**src/rtl/lsu_axi_master.sv**
```systemverilog
// Single-outstanding load/store unit bridging a simple CPU request port to an AXI-lite-style master.
// Optional feature: define LSU_MISALIGN_CHECK_EN to reject misaligned requests without touching the bus.
module lsu_axi_master #(
    parameter int ADDR_W = 32
) (
    input  logic              clk,
    input  logic              rst,
    // Handshake rule on every channel: a transfer happens at a rising edge where valid && ready;
    // a source keeps valid and its payload stable until that edge.
    input  logic              req_valid,
    input  logic              req_wen,
    input  logic [ADDR_W-1:0] req_addr,
    input  logic [31:0]       req_wdata,
    input  logic [1:0]        req_size,
    input  logic              req_sext,
    output logic              req_ready,
    output logic              resp_valid,
    output logic [31:0]       resp_rdata,
    output logic              resp_err,
    output logic [ADDR_W-1:0] araddr,
    output logic              arvalid,
    input  logic              arready,
    output logic              rready,
    input  logic [31:0]       rdata,
    input  logic              rresp,
    input  logic              rvalid,
    output logic [ADDR_W-1:0] awaddr,
    output logic              awvalid,
    input  logic              awready,
    output logic [31:0]       wdata,
    output logic [31:0]       wstrb,
    output logic              wvalid,
    input  logic              wready,
    output logic              bready,
    input  logic              bresp,
    input  logic              bvalid,
    output logic [2:0]        dbg_state
);

    typedef enum logic [2:0] {IDLE, RADDR, RDATA, WRITE, WRESP, DONE} state_t;

    state_t      state;
    logic [1:0]  off_q;
    logic [1:0]  size_q;
    logic        sext_q;
    logic        misaligned;
    logic [3:0]  size_mask;
    logic [3:0]  strb_sh;
    logic [31:0] wdata_sh;
    logic [31:0] rdata_sh;
    logic        aw_fin;
    logic        w_fin;

    assign req_ready = (state == IDLE);
    assign dbg_state = state;

`ifdef LSU_MISALIGN_CHECK_EN
    assign misaligned = ((req_size == 2'd1) && req_addr[0]) ||
                        (req_size[1] && (req_addr[1:0] != 2'b00));
`else
    assign misaligned = 1'b0;
`endif

    always_comb begin
        size_mask = 4'b1111;
        case (req_size)
            2'd0:    size_mask = 4'b0001;
            2'd1:    size_mask = 4'b0011;
            default: size_mask = 4'b1111;
        endcase
    end

    // Lanes pushed past byte 3 are simply lost; misaligned accesses see partial data.
    assign strb_sh  = size_mask << req_addr[1:0];
    assign wdata_sh = req_wdata << {req_addr[1:0], 3'b000};
    assign rdata_sh = rdata >> {off_q, 3'b000};

    assign aw_fin = !awvalid || awready;
    assign w_fin  = !wvalid || wready;

    function automatic logic [31:0] extend(input logic [31:0] s, input logic [1:0] sz,
                                           input logic sx);
        logic [31:0] r;
        case (sz)
            2'd0:    r = sx ? {{24{s[7]}}, s[7:0]} : {24'b0, s[7:0]};
            2'd1:    r = sx ? {{16{s[15]}}, s[15:0]} : {16'b0, s[15:0]};
            default: r = s;
        endcase
        return r;
    endfunction

    always_ff @(posedge clk) begin
        if (rst) begin
            state      <= IDLE;
            off_q      <= 2'b00;
            size_q     <= 2'b00;
            sext_q     <= 1'b0;
            araddr     <= '0;
            awaddr     <= '0;
            wdata      <= '0;
            wstrb      <= '0;
            arvalid    <= 1'b0;
            rready     <= 1'b0;
            awvalid    <= 1'b0;
            wvalid     <= 1'b0;
            bready     <= 1'b0;
            resp_valid <= 1'b0;
            resp_err   <= 1'b0;
            resp_rdata <= '0;
        end else begin
            case (state)
                IDLE: begin
                    if (req_valid) begin
                        off_q  <= req_addr[1:0];
                        size_q <= req_size;
                        sext_q <= req_sext;
                        if (misaligned) begin
                            resp_valid <= 1'b1;
                            resp_err   <= 1'b1;
                            resp_rdata <= '0;
                            state      <= DONE;
                        end else if (req_wen) begin
                            awaddr  <= {req_addr[ADDR_W-1:2], 2'b00};
                            wdata   <= wdata_sh;
                            wstrb   <= {28'b0, strb_sh};
                            awvalid <= 1'b1;
                            wvalid  <= 1'b1;
                            state   <= WRITE;
                        end else begin
                            araddr  <= {req_addr[ADDR_W-1:2], 2'b00};
                            arvalid <= 1'b1;
                            state   <= RADDR;
                        end
                    end
                end
                RADDR: begin
                    if (arready) begin
                        arvalid <= 1'b0;
                        rready  <= 1'b1;
                        state   <= RDATA;
                    end
                end
                RDATA: begin
                    if (rvalid) begin
                        rready     <= 1'b0;
                        resp_rdata <= extend(rdata_sh, size_q, sext_q);
                        resp_err   <= rresp;
                        resp_valid <= 1'b1;
                        state      <= DONE;
                    end
                end
                WRITE: begin
                    // AW and W complete independently, in either order or together.
                    if (awvalid && awready) awvalid <= 1'b0;
                    if (wvalid && wready)   wvalid  <= 1'b0;
                    if (aw_fin && w_fin) begin
                        bready <= 1'b1;
                        state  <= WRESP;
                    end
                end
                WRESP: begin
                    if (bvalid) begin
                        bready     <= 1'b0;
                        resp_rdata <= '0;
                        resp_err   <= bresp;
                        resp_valid <= 1'b1;
                        state      <= DONE;
                    end
                end
                DONE: begin
                    resp_valid <= 1'b0;
                    resp_err   <= 1'b0;
                    state      <= IDLE;
                end
                default: state <= IDLE;
            endcase
        end
    end

endmodule

```
**config.mk**
```make
export PLATFORM = sky130hd
export DESIGN_NAME = lsu_axi_master
export DESIGN_NICKNAME = d
export VERILOG_FILES = /design/src/rtl/lsu_axi_master.sv
export SDC_FILE = /design/constraint.sdc
export NUM_CORES = 1
export LEC_CHECK = 0
export CAP_MARGIN = 20
export CORE_UTILIZATION = 38
export DETAILED_ROUTE_END_ITERATION = 10
export GPL_TIMING_DRIVEN = 0
export PLACE_DENSITY = 0.78
export REMOVE_ABC_BUFFERS = 1
export SKIP_LAST_GASP = 1
export SYNTH_ARGS = -nofsm -noshare
export SYNTH_HDL_FRONTEND = slang
export SYNTH_SLANG_ARGS = --single-unit
```
**constraint.sdc**
```tcl
create_clock -name clk -period 1.7 [get_ports clk]
set_input_delay 0.17 -clock clk [delete_from_list [all_inputs] [get_ports clk]]
set_output_delay 0.17 -clock clk [all_outputs]
set_load 0.005 [all_outputs]
```
## Word level (Yosys, flattened, before mapping)

Index checks and enable logic that the tools add are counted.

| operators by class | value |
|---|---|
| equality and inequality tests | 16 |
| shifts and indexed selects | 3 |
| muxes and demuxes | 36 |
| bitwise operators | 1 |
| reductions and logical operators | 27 |

Operator list:

| kind | number |
|---|---|
| $mux 32 | 4 |
| $pmux 32 s2 | 2 |
| $shl 32x5->32 | 1 |
| $shr 32x5->32 | 1 |
| $ne 2x2->1 const B | 9 |
| $reduce_and 3->1 | 6 |
| $mux 1 | 15 |
| $mux 3 | 5 |
| $pmux 3 s5 | 1 |
| $reduce_and 4->1 | 3 |
| $pmux 1 s2 | 5 |
| $reduce_bool 2->1 | 5 |
| $pmux 4 s2 | 1 |
| $eq 3x2->1 const B | 2 |
| $eq 3x3->1 const B | 2 |
| $pmux 1 s3 | 2 |
| $reduce_and 5->1 | 1 |
| $eq 2x1->1 const B | 2 |
| $logic_not 2->1 | 2 |
| $shl 4x2->4 | 1 |
| $eq 3x1->1 const B | 1 |
| $logic_and 1x1->1 | 3 |
| $logic_not 3->1 | 1 |
| $reduce_bool 3->1 | 1 |
| other kinds (5) | 7 |

| word-level totals | value |
|---|---|
| flip-flop bits (word level) | 143 |
| input bits | 110 |
| output and inout bits | 171 |
| word-level logic and storage cells | 99 |

## Logic depth before layout (Yosys ltp)

| logic depth | value |
|---|---|
| depth in word-level cells | 5 |
| gate-level depth with buffers | 7 |
| depth with buffers taken out | 4 |

## Worst setup path before layout

Ideal clock, no wire load.

| path | value |
|---|---|
| path kind | register -> register |
| from | register off_q[1] |
| to | register resp_rdata[30] |
| library setup time | 132 ps |
| arrival time | 1674 ps |
| data required time | 1568 ps |
| slack | -106 ps |
| cell stages (with the launch flop) | 6 |
| buffers on the path | 2 |
| clock period less this slack | 1806 ps |
| cell sequence | dfxtp_1 > buf_2 > mux4_2 > o211ai_1 > clkbuf_1 > o21ai_0 |

| on the way | value |
|---|---|
| word-level cells in the longest chain between the ends | 5 |
| elaborated cells between the ends (all ways) | 6 |
| classes of those cells | 1 x shift; 5 x mux |

RTL lines:

| what | RTL line | RTL |
|---|---|---|
| start: declaration | 43 | `logic [1:0] off_q;` |
| start signal: assignment | 114 | `off_q <= req_addr[1:0];` |
| $shr 32x5->32 (*) | 76 | `assign rdata_sh = rdata >> {off_q, 3'b000};` |
| $mux 32 (on tied branches) | 86, 85 |  |
| $pmux 32 s2 (*) | 84 | `case (sz)` |
| $mux 32 (*) | 144 | `if (rvalid) begin` |
| $pmux 32 s2 (*) | 111 | `case (state)` |
| end signal: assignment | 146 | `resp_rdata <= extend(rdata_sh, size_q, sext_q);` |
| end: declaration | 18 | `output logic [31:0] resp_rdata,` |

Every way passes the cells marked *; elsewhere a longest branch is shown, timed or not. The select of a mux whose other input is x is not followed.
A chain may end at the register's enable or synchronous reset.

## Final worst setup path

| path | value |
|---|---|
| from | register state[0], in the netlist dbg_state[0] |
| to | register resp_rdata[30] |

| on the way | value |
|---|---|
| word-level cells in the longest chain between the ends | 3 |
| elaborated cells between the ends (all ways) | 7 |
| classes of those cells | 4 x eq/ne; 1 x mux; 2 x reduce/logical |

RTL lines:

| what | RTL line | RTL |
|---|---|---|
| start: declaration | 42 | `state_t state;` |
| start signal: assignment | 94 | `state <= IDLE;` |
| start signal: assignment | 121 | `state <= DONE;` |
| start signal: assignment | 128 | `state <= WRITE;` |
| $eq 3x3->1 / $eq 3x2->1 (equally long branches) | 111 |  |
| $ne 2x2->1 (no line) / $reduce_bool 2->1 (equally long branches) | -- |  |
| $reduce_and 3->1 (no line) | -- |  |

Several ways; a longest one is shown, not always the timed one.

==> flow_summary.yaml <==
clock_network:
  cts.sinks: 143
  ctsHoldBuffers: 0
  root_buffer: "clkbuf_16"
  ctsHtreeMaxLevel: 4
  cts_max_path_buffers: 2
  cts.clk_slew.worst_paths_ns: 0.06
  numCtsBuffers: 17
  cts_tree: "yes"
  clk_latency_ns: 0.42
critical_path:
  critical_path_class: "flop to flop"
  cp-start-kind: "flop"
  regToRegSetupSlack_ns: 0.03
  crit_path_max_fanout: 6
  end_kind: "flop"
  ff2ff_path_depth: 6
  cp.required_ns: 2.04
  crit_arrival_ns: 2.01
timing:
  setup_violations: 0
  final.min_clock_period_ns: 1.67
  fin_crit_sh_pct: 98.4
  skew_ns: 0.0113
  fin_setup_tns_ns: 0
  worst_slew_pin_slew_ns: 0.798
  maxSlewHeadroom_pct: 46.8
  worst_slack_ns: 0.0279
  max_freq_mhz: 598
  timing.hold.ws_ns: 0.267
  slew_violations: 0
  hold_violations: 0
  rsz0062_at_grt: "yes"
routing:
  drcViolationCount: 0
  drtIter0Drc: 312
  drtPass1Iterations: 6
  routed_wl_um: 20900
  ant_nets: 0
  vias: 6418
  routed_via_density: 5.20
  detail_route.wl_per_cell_um: 17.0
floorplanning:
  num_rows: 46
  core-area_um2: 16100
  die_y_um: 132
  initial_core_util_pct: 39.5
  ios: 281
  die_x_um: 132
  die_area_um2: 17300
layout:
  final_net_count: 1115
  fin_area_um2: 10100
  n_fill_cell: 1350
  insertedDiodeCount: 0
  drive_above_1_share_pct: 13.3
  area_growth_pct: 58.6
yosys:
  synth_top_cell_by_area: "dfxtp_1"
  synth-edff-count: 0
  synth-seq-cells: 143
  synth_cells: 753
  avgSynthCellArea_um2: 8.46
  synth.top_cell.area_share_pct: 44.9
  ys.flop_type: "dfxtp_1"
  yosysSeqAreaShare_pct: 44.9
  synth-async-reset-ratio_pct: 0
  yosysMostFrequentCell: "nand2_1"
  synth_cell_types: 41
  ys_top_cells_by_area: "dfxtp_1 (45%), nand2_1 (9.4%), a21oi_1 (8.6%), mux2i_1 (4.9%), buf_4 (4.1%)"
  syn_area_um2: 6370
  synth_common_cells: "nand2_1 (159), dfxtp_1 (143), a21oi_1 (109)"
  ys_warn_count: 0
global_routing:
  grt_max_degree: 80
  grt_pass1_wl_um: 31300
  antenna_found_initial: 0
  grt_overflow_total: 0
  grt_usage_pct: 22.7
  grt_pass1_vias: 5813
hold_path:
  whs_path_depth: 2
  holdCritPathClass: "input pin to flop"
placement:
  dp_hpwl_um: 12900
  dpl_worst_slack_ns: -1.39
  portBuffers: 248
  postPlaceCellArea_um2: 8930
  gp_congestion: 0.835
outcome:
  status: "complete, no violations"
power:
  vdd_drop_max_mv: 0.664
  power_density_nw_per_um2: 954
  leakage_uw: 0.00364
job:
  drv_cap: 0
==> cells by family (layout without fill, tap and decap cells) <==
family | Yosys count | count (layout) | synth area share [%]
and+or+nand+nor | 255 | 258 | 17.8
AOI/OAI and AO/OA | 200 | 200 | 18.4
other | 1 | 32 | 0.0588
buffers and inverters | 99 | 330 | 8.30
DFF | 143 | 143 | 44.9
muxes | 55 | 55 | 10.5
==> repair_timing <==
action	in CTS	in global routing
hold endpoints to repair	0	0
setup endpoints to repair	140	110
buffers inserted	19	13
gates cloned	3	7
pin swaps	4	17
resized for setup	23	23
==> state kept, by name, summed over array words and instances (netlist names) <==
name	cells
resp_rdata	32
wdata	32
araddr	30
awaddr	30
wstrb	4
dbg_state	3
off_q	2
size_q	2
arvalid	1
awvalid	1
bready	1
resp_err	1
resp_valid	1
rready	1
sext_q	1
wvalid	1
==> critical path, cell delays in order (launching register included) <==
cell	delay, ns
dfxtp_4	0.37
and4bb_4	0.40
nor4bb_4	0.31
o211ai_1	0.12
buf_4	0.17
buf_2	0.15
o21ai_0	0.07
==> cells in the final DEF (no fill, tap or decap), types with 5 or more instances in the layout <==
cell | netlist | layout
mux4_2 | 8 | 8
o2bb2ai_1 | 8 | 8
buf_4 | 35 | 24
a21oi_1 | 109 | 103
dfxtp_1 | 143 | 138
nand3b_1 | 10 | 10
a21oi_2 | 0 | 6
or3_1 | 9 | 8
o211ai_1 | 10 | 10
buf_12 | 0 | 6
inv_6 | 0 | 6
nor2_1 | 41 | 40
dfxtp_4 | 0 | 5
mux2_2 | 16 | 16
nand2_1 | 159 | 156
mux2i_1 | 31 | 31
a22oi_1 | 25 | 25
a211oi_1 | 11 | 11
nand3_1 | 8 | 8
o21ai_0 | 27 | 27
buf_16 | 0 | 5
clkbuf_16 | 0 | 21
conb_1 | 1 | 32
clkdlybuf4s50_1 | 0 | 244
==> final cells by class <==
type / count / area, um^2 / share of cell area [%]
multi-input combinational: 545 / 3260 / 32.3
sequential: 143 / 2880 / 28.5
tap: 216 / 270 / 2.67
clock inverter: 13 / 151 / 1.50
inverter: 4 / 15.0 / 0.148
timing repair buffer: 294 / 3090 / 30.5
clock buffer: 19 / 443 / 4.38
==> report_power, final <==
group	total (uW)	switching (uW)	internal, uW
Sequential	3710	147	3560
Clock	3760	1530	2230
Combinational	2170	974	1200
==> metal layers <==
metal  GRT usage, %  share of wire (%)
met1           27.4                 41
met4           9.95                2.4
met2           38.1                 50
met3           5.59                6.7
met5              0                  0
==> final timing paths <==
kind	start	to
max	dbg_state[0]$_SDFFE_PP0P_	resp_rdata[30]$_SDFFE_PP0P_
max reg2reg	dbg_state[0]$_SDFFE_PP0P_	resp_rdata[30]$_SDFFE_PP0P_
min reg2reg	wdata[26]$_SDFFE_PP0P_	wdata[26]$_SDFFE_PP0P_
min	rst	resp_rdata[3]$_SDFFE_PP0P_
==> metrics by stage <==
stage          utilization (%)  std cells  total power [uW]
2_1_floorplan                -        689              4520
3_3_place_gp              54.2       1153              5500
3_5_place_dp              55.4       1161              5600
4_1_cts                   61.0       1215              9530
5_1_grt                   62.7       1234             10100
6_report                  62.7       1234              9650
No activity file was read; power rests on OpenSTA's default activity.
